## config.mk

```make
export PLATFORM = sky130hd
export DESIGN_NAME = record_play_sequencer_flat
export DESIGN_NICKNAME = d
export VERILOG_FILES = /design/src/rtl/record_play_sequencer_pkg.sv /design/src/rtl/record_play_sequencer_if.sv /design/src/rtl/record_play_sequencer_step_timer.sv /design/src/rtl/record_play_sequencer.sv /design/src/flat_wrapper.sv
export SDC_FILE = /design/constraint.sdc
export NUM_CORES = 1
export LEC_CHECK = 0
export ABC_AREA = 1
export ABC_CLOCK_PERIOD_IN_PS = 2900
export BUFFER_PORTS_ARGS = -buffer_cell sky130_fd_sc_hd__buf_2
export CORE_MARGIN = 2
export CORE_UTILIZATION = 59
export DETAILED_ROUTE_END_ITERATION = 8
export GPL_TIMING_DRIVEN = 0
export PLACE_DENSITY = 0.82
export SYNTH_ARGS = -nofsm -noshare
export SYNTH_HDL_FRONTEND = slang
export SYNTH_SLANG_ARGS = --single-unit
```

## constraint.sdc

```tcl
create_clock -name clk -period 2.9 [get_ports clk]
set_input_delay 0.29 -clock clk [delete_from_list [all_inputs] [get_ports clk]]
set_output_delay 0.29 -clock clk [all_outputs]
set_load 0.02 [all_outputs]
```

## src/rtl/record_play_sequencer_pkg.sv

```systemverilog
// Shared encodings and default widths for the record/play sequencer.
// The defaults must stay in step with the music memory parameter header.
package record_play_sequencer_pkg;

   localparam int SEL_W_DEF     = 3;
   localparam int DEPTH_W_DEF   = 10;
   localparam int PRE_COUNT_DEF = 5;

   typedef enum logic [2:0] {
      ST_IDLE   = 3'd0,
      ST_RECORD = 3'd1,
      ST_REVIEW = 3'd2,
      ST_PLAY   = 3'd3,
      ST_STROBE = 3'd4
   } state_t;

   typedef enum logic [2:0] {
      CMD_NONE,
      CMD_STOP,
      CMD_SAVE,
      CMD_DISCARD,
      CMD_DELETE,
      CMD_PLAY,
      CMD_RECORD
   } cmd_t;

   typedef enum logic [1:0] {
      STB_SAVE,
      STB_DISCARD,
      STB_DELETE
   } strobe_t;

   // Only the highest-priority command of a cycle is ever evaluated.
   function automatic cmd_t pick_cmd(input logic stop, input logic save,
                                     input logic discard, input logic delete,
                                     input logic play, input logic record);
      if (stop)         return CMD_STOP;
      else if (save)    return CMD_SAVE;
      else if (discard) return CMD_DISCARD;
      else if (delete)  return CMD_DELETE;
      else if (play)    return CMD_PLAY;
      else if (record)  return CMD_RECORD;
      else              return CMD_NONE;
   endfunction

endpackage

```

## src/rtl/record_play_sequencer_if.sv

```systemverilog
// Control/status bundle between the sequencer (master) and the music memory (slave).
interface record_play_sequencer_if
   import record_play_sequencer_pkg::*;
#(
   parameter int SEL_W   = SEL_W_DEF,
   parameter int DEPTH_W = DEPTH_W_DEF
);

   logic                  write_en;
   logic                  read_en;
   logic                  read_rst;
   logic [SEL_W-1:0]      select;
   logic                  save;
   logic                  discard;
   logic                  delete;
   logic [2**SEL_W-1:0]   mem_status;
   logic [DEPTH_W-1:0]    mem_duration;

   modport master (
      output write_en, read_en, read_rst, select, save, discard, delete,
      input  mem_status, mem_duration
   );

   modport slave (
      input  write_en, read_en, read_rst, select, save, discard, delete,
      output mem_status, mem_duration
   );

endinterface

```

## src/rtl/record_play_sequencer_step_timer.sv

```systemverilog
// Free-running step pacer: ticks once every STEP_CYCLES enabled cycles.
module step_timer #(
   parameter int STEP_CYCLES = 1_000_000
) (
   input  logic clk,
   input  logic rst_n,
   input  logic clear,
   input  logic enable,
   output logic tick
);

   localparam int            CW   = (STEP_CYCLES > 2) ? $clog2(STEP_CYCLES) : 1;
   localparam logic [CW-1:0] LAST = CW'(STEP_CYCLES - 1);

   logic [CW-1:0] count_q;

   always_ff @(posedge clk or negedge rst_n) begin
      if (!rst_n) begin
         count_q <= '0;
      end else if (clear) begin
         count_q <= '0;
      end else if (enable) begin
         count_q <= (count_q == LAST) ? '0 : count_q + CW'(1);
      end
   end

   assign tick = enable && !clear && (count_q == LAST);

endmodule

```

## src/rtl/record_play_sequencer.sv

```systemverilog
// Turns front-panel command pulses into the music memory's level/pulse controls.
// Commands are one-cycle pulses with no backpressure; an illegal winner answers with reject next cycle.
module record_play_sequencer
   import record_play_sequencer_pkg::*;
#(
   parameter int SEL_W       = SEL_W_DEF,
   parameter int DEPTH_W     = DEPTH_W_DEF,
   parameter int PRE_COUNT   = PRE_COUNT_DEF,
   parameter int STEP_CYCLES = 1_000_000,
   parameter int HOLD_CYCLES = 16
) (
   input  logic                   clk,
   input  logic                   rst_n,
   input  logic                   cmd_record,
   input  logic                   cmd_stop,
   input  logic                   cmd_play,
   input  logic                   cmd_save,
   input  logic                   cmd_discard,
   input  logic                   cmd_delete,
   input  logic [SEL_W-1:0]       sel_in,
   record_play_sequencer_if.master mem,
   output logic [2:0]             state,
   output logic [DEPTH_W-1:0]     step_count,
   output logic                   reject
);

   localparam int                 HOLD_W    = (2 * HOLD_CYCLES > 2) ? $clog2(2 * HOLD_CYCLES) : 1;
   localparam logic [HOLD_W-1:0]  HOLD_ON   = HOLD_W'(HOLD_CYCLES);
   localparam logic [HOLD_W-1:0]  HOLD_END  = HOLD_W'(2 * HOLD_CYCLES - 1);
   localparam logic [SEL_W:0]     PRE_LIM   = (SEL_W + 1)'(PRE_COUNT);
   localparam logic [DEPTH_W-1:0] COUNT_MAX = '1;

   state_t              state_q;
   strobe_t             kind_q;
   logic [HOLD_W-1:0]   hold_q;
   logic [SEL_W-1:0]    sel_q;
   logic [DEPTH_W-1:0]  step_count_q;
   logic                read_en_q;
   logic                read_rst_q;
   logic                reject_q;

   cmd_t                cmd;
   logic                sel_has_data;
   logic                del_ok;
   logic [DEPTH_W-1:0]  count_inc;
   logic                timer_clear;
   logic                timer_en;
   logic                tick;

   always_comb begin
      cmd          = pick_cmd(cmd_stop, cmd_save, cmd_discard, cmd_delete, cmd_play, cmd_record);
      sel_has_data = mem.mem_status[sel_in];
      del_ok       = ({1'b0, sel_in} >= PRE_LIM) && sel_has_data;
      count_inc    = (step_count_q == COUNT_MAX) ? COUNT_MAX : step_count_q + DEPTH_W'(1);
      timer_en     = (state_q == ST_RECORD) || (state_q == ST_PLAY);
      timer_clear  = (state_q == ST_IDLE) &&
                     ((cmd == CMD_RECORD) || ((cmd == CMD_PLAY) && sel_has_data));
   end

   step_timer #(.STEP_CYCLES(STEP_CYCLES)) u_step_timer (
      .clk    (clk),
      .rst_n  (rst_n),
      .clear  (timer_clear),
      .enable (timer_en),
      .tick   (tick)
   );

   always_ff @(posedge clk or negedge rst_n) begin
      if (!rst_n) begin
         state_q      <= ST_IDLE;
         kind_q       <= STB_SAVE;
         hold_q       <= '0;
         sel_q        <= '0;
         step_count_q <= '0;
         read_en_q    <= 1'b0;
         read_rst_q   <= 1'b0;
         reject_q     <= 1'b0;
      end else begin
         read_en_q  <= 1'b0;
         read_rst_q <= 1'b0;
         reject_q   <= 1'b0;
         case (state_q)
            ST_IDLE: begin
               case (cmd)
                  CMD_NONE: ;
                  CMD_RECORD: begin
                     state_q      <= ST_RECORD;
                     step_count_q <= '0;
                  end
                  CMD_PLAY: begin
                     if (sel_has_data) begin
                        state_q      <= ST_PLAY;
                        sel_q        <= sel_in;
                        read_rst_q   <= 1'b1;
                        step_count_q <= '0;
                     end else begin
                        reject_q <= 1'b1;
                     end
                  end
                  CMD_DELETE: begin
                     if (del_ok) begin
                        state_q <= ST_STROBE;
                        sel_q   <= sel_in;
                        kind_q  <= STB_DELETE;
                        hold_q  <= '0;
                     end else begin
                        reject_q <= 1'b1;
                     end
                  end
                  default: reject_q <= 1'b1;
               endcase
            end
            ST_RECORD: begin
               if (cmd == CMD_STOP) begin
                  state_q <= ST_REVIEW;
               end else begin
                  if (cmd != CMD_NONE) reject_q <= 1'b1;
                  if (tick) begin
                     step_count_q <= count_inc;
                     if (count_inc == COUNT_MAX) state_q <= ST_REVIEW;
                  end
               end
            end
            ST_REVIEW: begin
               case (cmd)
                  CMD_NONE: ;
                  CMD_SAVE: begin
                     if (step_count_q != '0) begin
                        state_q <= ST_STROBE;
                        kind_q  <= STB_SAVE;
                        hold_q  <= '0;
                     end else begin
                        reject_q <= 1'b1;
                     end
                  end
                  CMD_DISCARD: begin
                     state_q <= ST_STROBE;
                     kind_q  <= STB_DISCARD;
                     hold_q  <= '0;
                  end
                  default: reject_q <= 1'b1;
               endcase
            end
            ST_PLAY: begin
               if (cmd == CMD_STOP) begin
                  state_q <= ST_IDLE;
               end else begin
                  if (cmd != CMD_NONE) reject_q <= 1'b1;
                  // A zero (or already reached) duration ends playback without a read.
                  if (tick) begin
                     step_count_q <= count_inc;
                     read_en_q    <= 1'b1;
                     if (count_inc >= mem.mem_duration) state_q <= ST_IDLE;
                  end else if (step_count_q >= mem.mem_duration) begin
                     state_q <= ST_IDLE;
                  end
               end
            end
            ST_STROBE: begin
               if (cmd != CMD_NONE) reject_q <= 1'b1;
               if (hold_q == HOLD_END) begin
                  state_q <= ST_IDLE;
               end else begin
                  hold_q <= hold_q + HOLD_W'(1);
               end
            end
            default: state_q <= ST_IDLE;
         endcase
      end
   end

   // Strobes decode from registered state so they fall with the async reset.
   logic strobe_on;
   assign strobe_on    = (state_q == ST_STROBE) && (hold_q < HOLD_ON);

   assign mem.write_en = (state_q == ST_RECORD);
   assign mem.read_en  = read_en_q;
   assign mem.read_rst = read_rst_q;
   assign mem.select   = (state_q == ST_IDLE) ? sel_in : sel_q;
   assign mem.save     = strobe_on && (kind_q == STB_SAVE);
   assign mem.discard  = strobe_on && (kind_q == STB_DISCARD);
   assign mem.delete   = strobe_on && (kind_q == STB_DELETE);

   assign state      = state_q;
   assign step_count = step_count_q;
   assign reject     = reject_q;

endmodule

```

## src/flat_wrapper.sv

```systemverilog
// flat-port wrapper written by rule: the top's interface ports become plain ports
module record_play_sequencer_flat import record_play_sequencer_pkg::*;
#(
   parameter int SEL_W       = SEL_W_DEF,
   parameter int DEPTH_W     = DEPTH_W_DEF,
   parameter int PRE_COUNT   = PRE_COUNT_DEF,
   parameter int STEP_CYCLES = 1_000_000,
   parameter int HOLD_CYCLES = 16
)
  (clk, rst_n, cmd_record, cmd_stop, cmd_play, cmd_save, cmd_discard, cmd_delete, sel_in, state, step_count, reject, mem_write_en, mem_read_en, mem_read_rst, mem_select, mem_save, mem_discard, mem_delete, mem_mem_status, mem_mem_duration);
  record_play_sequencer_if #(.SEL_W(SEL_W), .DEPTH_W(DEPTH_W)) mem_i ();
  input  logic clk;
  input  logic rst_n;
  input  logic cmd_record;
  input  logic cmd_stop;
  input  logic cmd_play;
  input  logic cmd_save;
  input  logic cmd_discard;
  input  logic cmd_delete;
  input  logic [SEL_W-1:0] sel_in;
  output logic [2:0] state;
  output logic [DEPTH_W-1:0] step_count;
  output logic reject;
  output wire logic [$bits(mem_i.write_en)-1:0] mem_write_en;
  output wire logic [$bits(mem_i.read_en)-1:0] mem_read_en;
  output wire logic [$bits(mem_i.read_rst)-1:0] mem_read_rst;
  output wire logic [$bits(mem_i.select)-1:0] mem_select;
  output wire logic [$bits(mem_i.save)-1:0] mem_save;
  output wire logic [$bits(mem_i.discard)-1:0] mem_discard;
  output wire logic [$bits(mem_i.delete)-1:0] mem_delete;
  input wire logic [$bits(mem_i.mem_status)-1:0] mem_mem_status;
  input wire logic [$bits(mem_i.mem_duration)-1:0] mem_mem_duration;
  assign mem_write_en = mem_i.write_en;
  assign mem_read_en = mem_i.read_en;
  assign mem_read_rst = mem_i.read_rst;
  assign mem_select = mem_i.select;
  assign mem_save = mem_i.save;
  assign mem_discard = mem_i.discard;
  assign mem_delete = mem_i.delete;
  assign mem_i.mem_status = mem_mem_status;
  assign mem_i.mem_duration = mem_mem_duration;
  record_play_sequencer #(.SEL_W(SEL_W), .DEPTH_W(DEPTH_W), .PRE_COUNT(PRE_COUNT), .STEP_CYCLES(STEP_CYCLES), .HOLD_CYCLES(HOLD_CYCLES)) u_core (.clk(clk), .rst_n(rst_n), .cmd_record(cmd_record), .cmd_stop(cmd_stop), .cmd_play(cmd_play), .cmd_save(cmd_save), .cmd_discard(cmd_discard), .cmd_delete(cmd_delete), .sel_in(sel_in), .mem(mem_i), .state(state), .step_count(step_count), .reject(reject));
endmodule
```

======== After elaboration in Yosys (flattened, before gate mapping) ========
Index checks and enable logic that the tools add are counted.
storage, ports and cells
  flip-flop bits (word level) ............. 46
cells by class
  $add $sub $neg .......................... 3
  equal/unequal tests ..................... 34
  reductions and logical operators ........ 30
  $lt $le $gt $ge ......................... 5
  muxes and demuxes ....................... 60
operator list
  operator               number
  $mux 20                3
  $mux 3                 20
  $mux 10                4
  $pmux 10 s2            2
  $add 20x1->20 const B  1
  $eq 10x10->1 const B   2
  $eq 20x20->1 const B   1
  $ge 10x10->1           2
  $mux 5                 4
  $pmux 3 s5             1
  $pmux 5 s3             1
  $eq 3x2->1 const B     4
  $eq 3x3->1 const B     4
  $mux 1                 12
  $ne 3x2->1 const B     4
  $pmux 3 s2             2
  $add 10x1->10 const B  1
  $ne 2x1->1 const B     5
  $pmux 5 s2             1
  $reduce_and 10->1      1
  $reduce_and 5->1       2
  $reduce_bool 10->1     1
  $logic_and 1x1->1      9
  $ne 3x1->1 const B     3
  other kinds (28)       42

======== Depth between registers and ports, before layout ========
Gate-level depths: netlist of run 1.
  depth in word-level cells ............... 16
  mapped depth ............................ 20
  mapped depth without buffers ............ 20

======== Modules after synthesis ========
From an unflattened synthesis of run 1, not the netlist that was laid out.
unflattened totals
  cell total of the unflattened synthesis .. 536
  area total of the unflattened synthesis .. 3671.0 µm²
modules (own cells, without submodules)
  module                 sequential area each (µm²)  area each (µm²)  cells an instance  instances
  record_play_sequencer  650.6                       2437.3           369                1
  step_timer             500.5                       1233.7           167                1

======== Worst setup path after synthesis of run 1 ========
OpenSTA, ideal clock, no wires.
  kind .................................... flip-flop to flip-flop
  start ................................... register u_core.step_count_q[0], in the netlist u_core.step_count[0]
  end ..................................... register u_core.state_q[1], in the netlist u_core.state[1]
  buffers on the path ..................... 0
  stages on the path, launching flop included .. 20
  library setup time ...................... 118 ps
  slack ................................... 432 ps
  arrival ................................. 2351 ps
  data required time ...................... 2782 ps
  path through ............................ dfrtp_1 > ha_1 > nand2_2 > nor2_4 > nand3_4 > nand2_1 > nor2_1 > inv_1 > ha_1 > nand2_1 > nor2_1 > nand3_1 > nand4_1 > nor2_1 > nand2_1 > nand3_1 > nor2_2 > nand2_1 > nand2_1 > nand2_1
between the ends
  word-level cells in the longest chain between the ends .. 5
  elaborated cells on any way between the ends .. 12
  those cells by class .................... add/sub: 1; order compare: 2; eq/ne: 6; mux: 1; reduce/logical: 2
RTL lines
  what                                                       RTL line                                                    text
  start: declaration                                         record_play_sequencer.sv:37                                 logic [DEPTH_W-1:0] step_count_q;
  start signal: assignment                                   record_play_sequencer.sv:119                                step_count_q <= count_inc;
  start signal: assignment                                   record_play_sequencer.sv:151                                step_count_q <= count_inc;
  $add 10x1->10 or $eq 10x10->1 (tied branches)              record_play_sequencer.sv:54                                 count_inc = (step_count_q == COUNT_MAX) ? COUNT_MAX : step_count_q + DEPTH_W'(1);
  $mux 10                                                    record_play_sequencer.sv:54
  $ge 10x10->1 or $eq 10x10->1 (tied branches)               record_play_sequencer.sv:153, record_play_sequencer.sv:120
  $ne 4x4->1 (no source line) or $ne 3x1->1 (tied branches)  --
  $reduce_and 10->1 (no source line) (*)                     --
  end signal: assignment                                     record_play_sequencer.sv:153                                if (count_inc >= mem.mem_duration) state_q <= ST_IDLE;
  end signal: assignment                                     record_play_sequencer.sv:155                                state_q <= ST_IDLE;
  end signal: assignment                                     record_play_sequencer.sv:162                                state_q <= ST_IDLE;
  end: declaration                                           record_play_sequencer.sv:33                                 state_t state_q;
Every way passes the cells marked *; elsewhere a longest branch is shown, timed or not.
A chain may end at the register's enable or synchronous reset.

======== Worst setup path in the final report of run 1 ========
  start ................................... register u_core.step_count_q[1], in the netlist u_core.step_count[1]
  end ..................................... register u_core.state_q[1], in the netlist u_core.state[1]
The elaborated chain is that of the path after synthesis.

==> results of run 1 <==
state kept, by name, summed over array words and instances (netlist names):
name and flops:
u_core.sel_q 3, u_core.mem.read_rst 1, u_core.kind_q 2, u_core.step_count 10, u_core.u_step_timer.count_q 20, u_core.hold_q 5, u_core.state 3, u_core.mem.read_en 1
u_core.reject 1
cell usage in the layout (no fill, tap or decap), drive strengths merged:
master,instances
dfrtp,46
o32ai,1
nor3,16
a22o,1
a31o,1
inv,89
o31ai,1
a32o,1
or2,2
clkinvlp,2
ha,25
buf,54
o21a,1
clkbuf,7
a21oi,21
nor2,62
nand4,16
nand3b,4
a21o,4
nor4,5
a2bb2oi,1
xor2,7
a31oi,2
xnor2,1
o21ai,39
o22ai,6
o211ai,4
nand3,42
nand2,147
area by class of cell:
class	instances	area, um^2	area share, %
repair buffers	52	263	6.21
plain buffers	4	20.0	0.473
clock buffers	5	68.8	1.63
multi-input cells	410	2270	53.6
well taps	77	96.3	2.28
inverters	88	330	7.81
flip-flops and latches	46	1160	27.4
clock inverters	3	23.8	0.562
metal layers:
layer	up-vias	wire (um)	global-route usage [%]
met3	18	486	3.96
met1	1781	3980	33.8
met4	0	166	8.50
met2	116	4660	47.3
met5	-	0	0
li1	1926	-	-
cell families (layout without fill, tap and decap cells):
group / count (synthesis) / in the layout / synth area share [%]
buffers and inverters: 92 / 152 / 9.32
and+or+nand+nor: 294 / 294 / 37.3
AOI/OAI and AO/OA: 83 / 83 / 12.6
DFF: 46 / 46 / 30.6
adders and majority gates: 25 / 25 / 8.32
xor gates and xnor gates: 8 / 8 / 1.86
worst reg2reg max path, delay by kind of cell, from the launching register on:
kind | cells | cell delay, ns
AND/OR/NAND/NOR | 16 | 1.51
flip-flops | 1 | 0.45
adder cells (fa/ha/maj) | 2 | 0.51
buffers and inverters | 1 | 0.06
final timing paths:
kind | start | end | slack, ns
hold reg to reg | u_core.sel_q[0] | u_core.sel_q[0] | 0.50
hold / removal | rst_n | u_core.reject | 0.16
setup reg to reg | u_core.step_count[1] | u_core.state[1] | 0.27
min in group clk | sel_in[2] | u_core.sel_q[2] | 0.35
setup / recovery | u_core.step_count[1] | u_core.state[1] | 0.27
max in group asynchronous | rst_n | u_core.step_count[2] | 2.05
power breakdown:
part	internal, W	switching [W]	leakage [nW]
clock network	0.000173	0.000236	0.0408
logic	0.000380	0.000761	1.61
registers	0.000811	0.000176	0.605
stage by stage:
step	hold WS [ns]	worst slack, ns	total power [W]
floorplan	-0.00559	0.432	0.00180
global placement	0.467	0.253	0.00207
detailed placement	0.485	0.170	0.00212
CTS	0.187	0.158	0.00254
global route	0.231	-0.000395	0.00273
finish	0.155	0.267	0.00254
timing repair:
action | CTS | global route
resized for setup | 0 | 9
endpoints found under the hold margin | 0 | 0
setup endpoints to repair | 0 | 1
buffers inserted | 0 | 1
==> summary.md, run 1 <==
| Metric | Value |
|---|---|
| Startpoint Class | `register` |
| Hold Crit Class | `primary input to async pin` |
| Die X | `~84 um` |
| Filler instances | `approximately 540` |
| CP Capture Type | `register` |
| Final hold vios | `0` |
| Worst vdd ir | `approximately 0.41 mV` |
| DPL Wire Length | `7.27 mm` |
| Number of synthesized flops with an enable pin | `0` |
| Share of layout cells above drive strength 1 | `18.9%` |
| CP cell instances | `ha_1, nand2_2, nor2_4, nand3_4, nand2_1, nor2_4, inv_1, ha_1, nand2_1, nor2_2, nand3_1, nand4_1, nor2_1, nand2_1, nand3_1, nor2_2, nand2_1, nand2_1, nand2_1` |
| Worst skew pair latency | `0.30 ns` |
| Clk buf depth | `2` |
| Cells after Synth | `approximately 550` |
| #FFs+latches synth | `between 40 and 50` |
| Count of pins over their slew limit | `0` |
| DRT iter0 DRCs | `a little over 200` |
| Vias in the first global route | `between 3000 and 4000` |
| Htree depth | `2` |
| Top cells by area, synth | `dfrtp_1, nand2_1, ha_1` |
| Cell family with most CP delay | `simple AND/OR/NAND/NOR gates` |
| Critical path depth | `19` |
| Worst r2r path cells | `19` |
| Crit path time final | `between 2 and 3 ns` |
| Routed vias/inst | `5.61` |
| Root Buffer | `clkbuf_8` |
| Critical Path Fanout Max | `10` |
| Core area | `roughly 6200 um^2` |
| FFs w/ async S/R, synth | `between 90% and 100%` |
| Share of the synthesized area in the top cell type | `around 30%` |
| Final Core Density | `roughly two thirds` |
| Initial antenna violation count | `0` |
| Cell variety after synth | `42` |
| F_max | `380 MHz` |
| I/O pin cnt | `52` |
| Crit path kind | `register to register` |
| Pin count of the biggest net entering global routing | `between 40 and 50` |
| Final clock skew | `0.0141 ns` |
| Slowest Stage Delay on Critical Path | `between 0.4 and 0.5 ns` |
| Post-Place Cells | `approximately 680` |
| Starting density of the core | `60.2%` |
| Least-Margin Pin Slew | `1.02 ns` |
| Max Cap Violations | `0` |
| Post-synthesis cell area | `3760 um^2` |
| DR pass1 iterations | `5` |
| GRT overflow | `0` |
| Total wire length after detailed routing | `9.30 mm` |
| First-pass GRT wire length | `~16 mm` |
| Nets | `661` |
| Non-Filler Instances | `approximately 700` |
| Slew HR | `about a third` |
| Hold buffer count at cts | `0` |
| Most frequent cell after synthesis | `nand2_1` |
| Dpl cell area | `approximately 4000 um^2` |
| Pwr per Cell Area | `around 600 nW/um^2` |
| Worst Path Arrival | `between 2 and 3 ns` |
| Number of routed nets with antenna violations | `0` |
| WL/cell | `roughly 14 um` |
| Outcome | `completed` |
| Num rows | `29` |
| Remaining DRCs | `0` |
| Syn Nets | `602` |
| Port bufs | `approximately 50` |
| Period utilization | `between 90% and 100%` |
| CTS buffer count | `5` |
| Final TNS setup | `0 ns` |
| Finish-stage setup viols | `0` |
| Ys Warns | `0` |
| Seq/Total Area, Yosys | `30.6%` |
| Synth Flop Type | `dfrtp_1` |
| CTS tree | `yes` |
| Worst Path Required | `between 3 and 4 ns` |
| P_leak | `roughly 2.3 nW` |
| Avg Cell Area, Syn | `6.86 um^2` |
| DIE AREA | `between 7000 and 8000 um^2` |
| Biggest area consumer among synthesized cells | `dfrtp_1` |
| All-Layer GR Usage | `between 20 and 30%` |
| Crit-path slowest cell | `dfrtp_2` |
| Die height | `83.8 um` |
| Design area | `4230 um^2` |
| Synth top cells by count | `nand2_1, inv_1, nor2_1, dfrtp_1, nand3_1` |
| Area grow syn2layout | `12.5%` |
| Placer Congestion | `0.894` |
| Crit path top cell by count | `nand2_1` |
| Clock slew at the register clock pins of the worst setup and hold paths | `about 0.090 ns` |
| Num Clock Sinks | `between 40 and 50` |
| Vias | `between 3000 and 4000` |
| Worst path buffer plus inverter count | `1` |
| Antenna diodes | `0` |
No activity file was read; power rests on OpenSTA's default activity.
==> run 2, diff against run 1 <==
- REMOVE_ABC_BUFFERS: unset -> 1
==> run 2 against run 1 <==
Against the previous run:
- combinational power shrank 4%
- die area is the same
- clock power grew 20%
- sequential share of layout area is essentially flat
- final area shrank 0.30%
- largest cell class unchanged
- clock skew shrank 0.0062 ns
- flip-flop and latch count is the same
- worst setup slack lost 0.033 ns
- register-to-register slack lost 0.03 ns
- critical path depth is the same
==> summary.md, run 2 (synthesis results as in run 1) <==
| Metric | Value |
|---|---|
| Cell family with most CP delay | `simple AND/OR/NAND/NOR gates` |
| Non-Filler Instances | `681 (-0.58%)` |
| F_max | `375 MHz (-1.2%)` |
| Hold_ws | `0.152 ns (-0.00322 ns)` |
| Max reg flops | `20 (unchanged)` |
| Crit-path slowest cell | `dfrtp_2` |
| Crit path top cell by count | `nand2_1` |
| Least-Margin Pin Slew | `1.01 ns (-0.00328 ns)` |
| Worst skew pair latency | `0.30 ns (about the same)` |
| Period utilization | `91.9% (+1.1 points)` |
| Startpoint Class | `register` |
| Routed vias/inst | `5.62 (+0.30%)` |
| Critical Path Fanout Max | `10 (unchanged)` |
| Pin count of the biggest net entering global routing | `47 (unchanged)` |
| R2r endpoint | `u_core.state[1]` |
| Worst Path Required | `3.10 ns (about the same)` |
| Nets | `657 (-0.61%)` |
| Most frequent cells in the layout | `nand2_1, inv_1, nor2_1, buf_2, dfrtp_1` |
| Crit path time final | `2.67 ns (+0.0327 ns)` |
| DIE AREA | `7030 um^2 (unchanged)` |
| P_leak | `2.27 nW (+0.42%)` |
| GRT overflow | `0 (unchanged)` |
| Crit path kind | `register to register` |
| Count of pins over their slew limit | `0 (unchanged)` |
| Max Cap Violations | `0 (unchanged)` |
| Remaining DRCs | `0 (unchanged)` |
| Antenna diodes | `0 (unchanged)` |
| Initial antenna violation count | `0 (unchanged)` |
| DRT iter0 DRCs | `217 (+5.9%)` |
| CTS tree | `yes` |
| Number of routed nets with antenna violations | `0 (unchanged)` |
| Worst r2r path cells | `19 (unchanged)` |
| Pwr per Cell Area | `613 nW/um^2 (+2.2%)` |
| Port bufs | `51 (unchanged)` |
| Reg2Reg Launch Point | `u_core.step_count[0]` |
| Root Buffer | `clkbuf_8` |
| CTS buffer count | `5 (unchanged)` |
| First-pass GRT wire length | `15.9 mm (+1.2%)` |
| Vias in the first global route | `3608 (+0.22%)` |
| Final TNS setup | `0 ns (unchanged)` |
| Slew HR | `32.4% (+0.22 points)` |
| Finish-stage setup viols | `0 (unchanged)` |
| All-Layer GR Usage | `27.1% (+0.22 points)` |
| Placer Congestion | `0.918 (+2.7%)` |
| Die height | `83.8 um (unchanged)` |
| Core area | `6240 um^2 (unchanged)` |
| DR pass1 iterations | `5 (unchanged)` |
| Area grow syn2layout | `12.1%` |
| Hold Crit Class | `primary input to async pin` |
| Die X | `83.8 um (unchanged)` |
| Worst vdd ir | `0.432 mV (+4.6%)` |
| Share of layout cells above drive strength 1 | `17.9% (-1.0 points)` |
| Num rows | `29 (unchanged)` |
| Post-Place Cells | `672 (-0.59%)` |
| RSZ-0062 raised after global routing | `false` |
| Critical path depth | `19 (unchanged)` |
| Final clock skew | `0.00792 ns (-0.00620 ns)` |
| Final Power | `0.00259 W (+1.9%)` |
| Slowest Stage Delay on Critical Path | `0.47 ns (+0.02 ns)` |
| CP cell instances | `ha_1, nand2_2, nor2_4, nand3_4, nand2_1, nor2_2, inv_1, ha_1, nand2_1, nor2_1, nand3_1, nand4_1, nor2_1, nand2_1, nand3_1, nor2_2, nand2_1, nand2_1, nand2_1` |
| Clk buf depth | `2 (unchanged)` |
| Clock slew at the register clock pins of the worst setup and hold paths | `0.09 ns (about the same)` |
| Worst Path Arrival | `2.87 ns (+0.04 ns)` |
| Num Clock Sinks | `46 (unchanged)` |
| Vias | `3830 (-0.29%)` |
| Total wire length after detailed routing | `9.16 mm (-1.4%)` |
| CP Launch Point | `u_core.step_count[0]` |
| Final hold vios | `0 (unchanged)` |
| Reg with most FFs | `u_core.u_step_timer.count_q` |
| Worst path buffer plus inverter count | `1 (unchanged)` |
| CP Capture Type | `register` |
| I/O pin cnt | `52 (unchanged)` |
| Flop-to-flop setup slack | `0.23 ns (-0.03 ns)` |
| Hold buffer count at cts | `0 (unchanged)` |
| DPL Wire Length | `7.09 mm (-2.5%)` |
| Starting density of the core | `60.2% (unchanged)` |
| CP endpoint | `u_core.state[1]` |
| WL/cell | `13.5 um (-0.85%)` |
| Commonest non-fill, non-tap cell in the layout | `nand2_1` |
| Htree depth | `2 (unchanged)` |
| Outcome | `completed` |
==> run 2: metal layers <==
metal	vias to the layer above	wire (um)	global-route usage, %
met5	-	0	0
met1	1762	4150	36.5
li1	1919	-	-
met4	0	141	9.09
met3	16	524	2.77
met2	133	4340	45.6
==> run 2: cell type report <==
type / instances / area [um^2]
repair buffers: 52 / 263
clock buffers: 5 / 68.8
clock inverters: 3 / 43.8
inverters: 88 / 330
flip-flops and latches: 46 / 1150
multi-input cells: 410 / 2260
well taps: 77 / 96.3
fillers: 566 / 2020
==> run 2: power by group <==
part           total [W]  internal (W)  switching, W
Sequential       0.00100      0.000811      0.000190
Combinational    0.00109      0.000361      0.000732
Clock           0.000491      0.000259      0.000232
Total            0.00259       0.00143       0.00115
==> run 2: per-stage QoR <==
step	util (%)	worst slack, ns	cell area [um^2]
floorplan	-	0.432	3740
global placement	65.6	0.250	4090
detailed placement	65.6	0.208	4090
CTS	67.4	0.170	4200
global route	67.6	0.00402	4220
finish	67.6	0.235	4220
==> run 2: worst min path at each step <==
stage / startpoint / to / slack [ns] / cells after the start
after floorplan: rst_n / u_core.hold_q[0] / -0.006 / 0
after global placement: u_core.sel_q[0] / u_core.sel_q[0] / 0.47 / 2
after detailed placement: u_core.sel_q[1] / u_core.sel_q[1] / 0.48 / 2
after CTS: rst_n / u_core.step_count[6] / 0.20 / 1
after global routing: rst_n / u_core.hold_q[2] / 0.25 / 1
final: rst_n / u_core.step_count[2] / 0.15 / 1
==> run 2: timing repair <==
item,4_1_cts,5_1_grt
setup endpoints to repair,0,2
resized for setup,0,3
buffers inserted,0,1
hold endpoints to repair,0,0
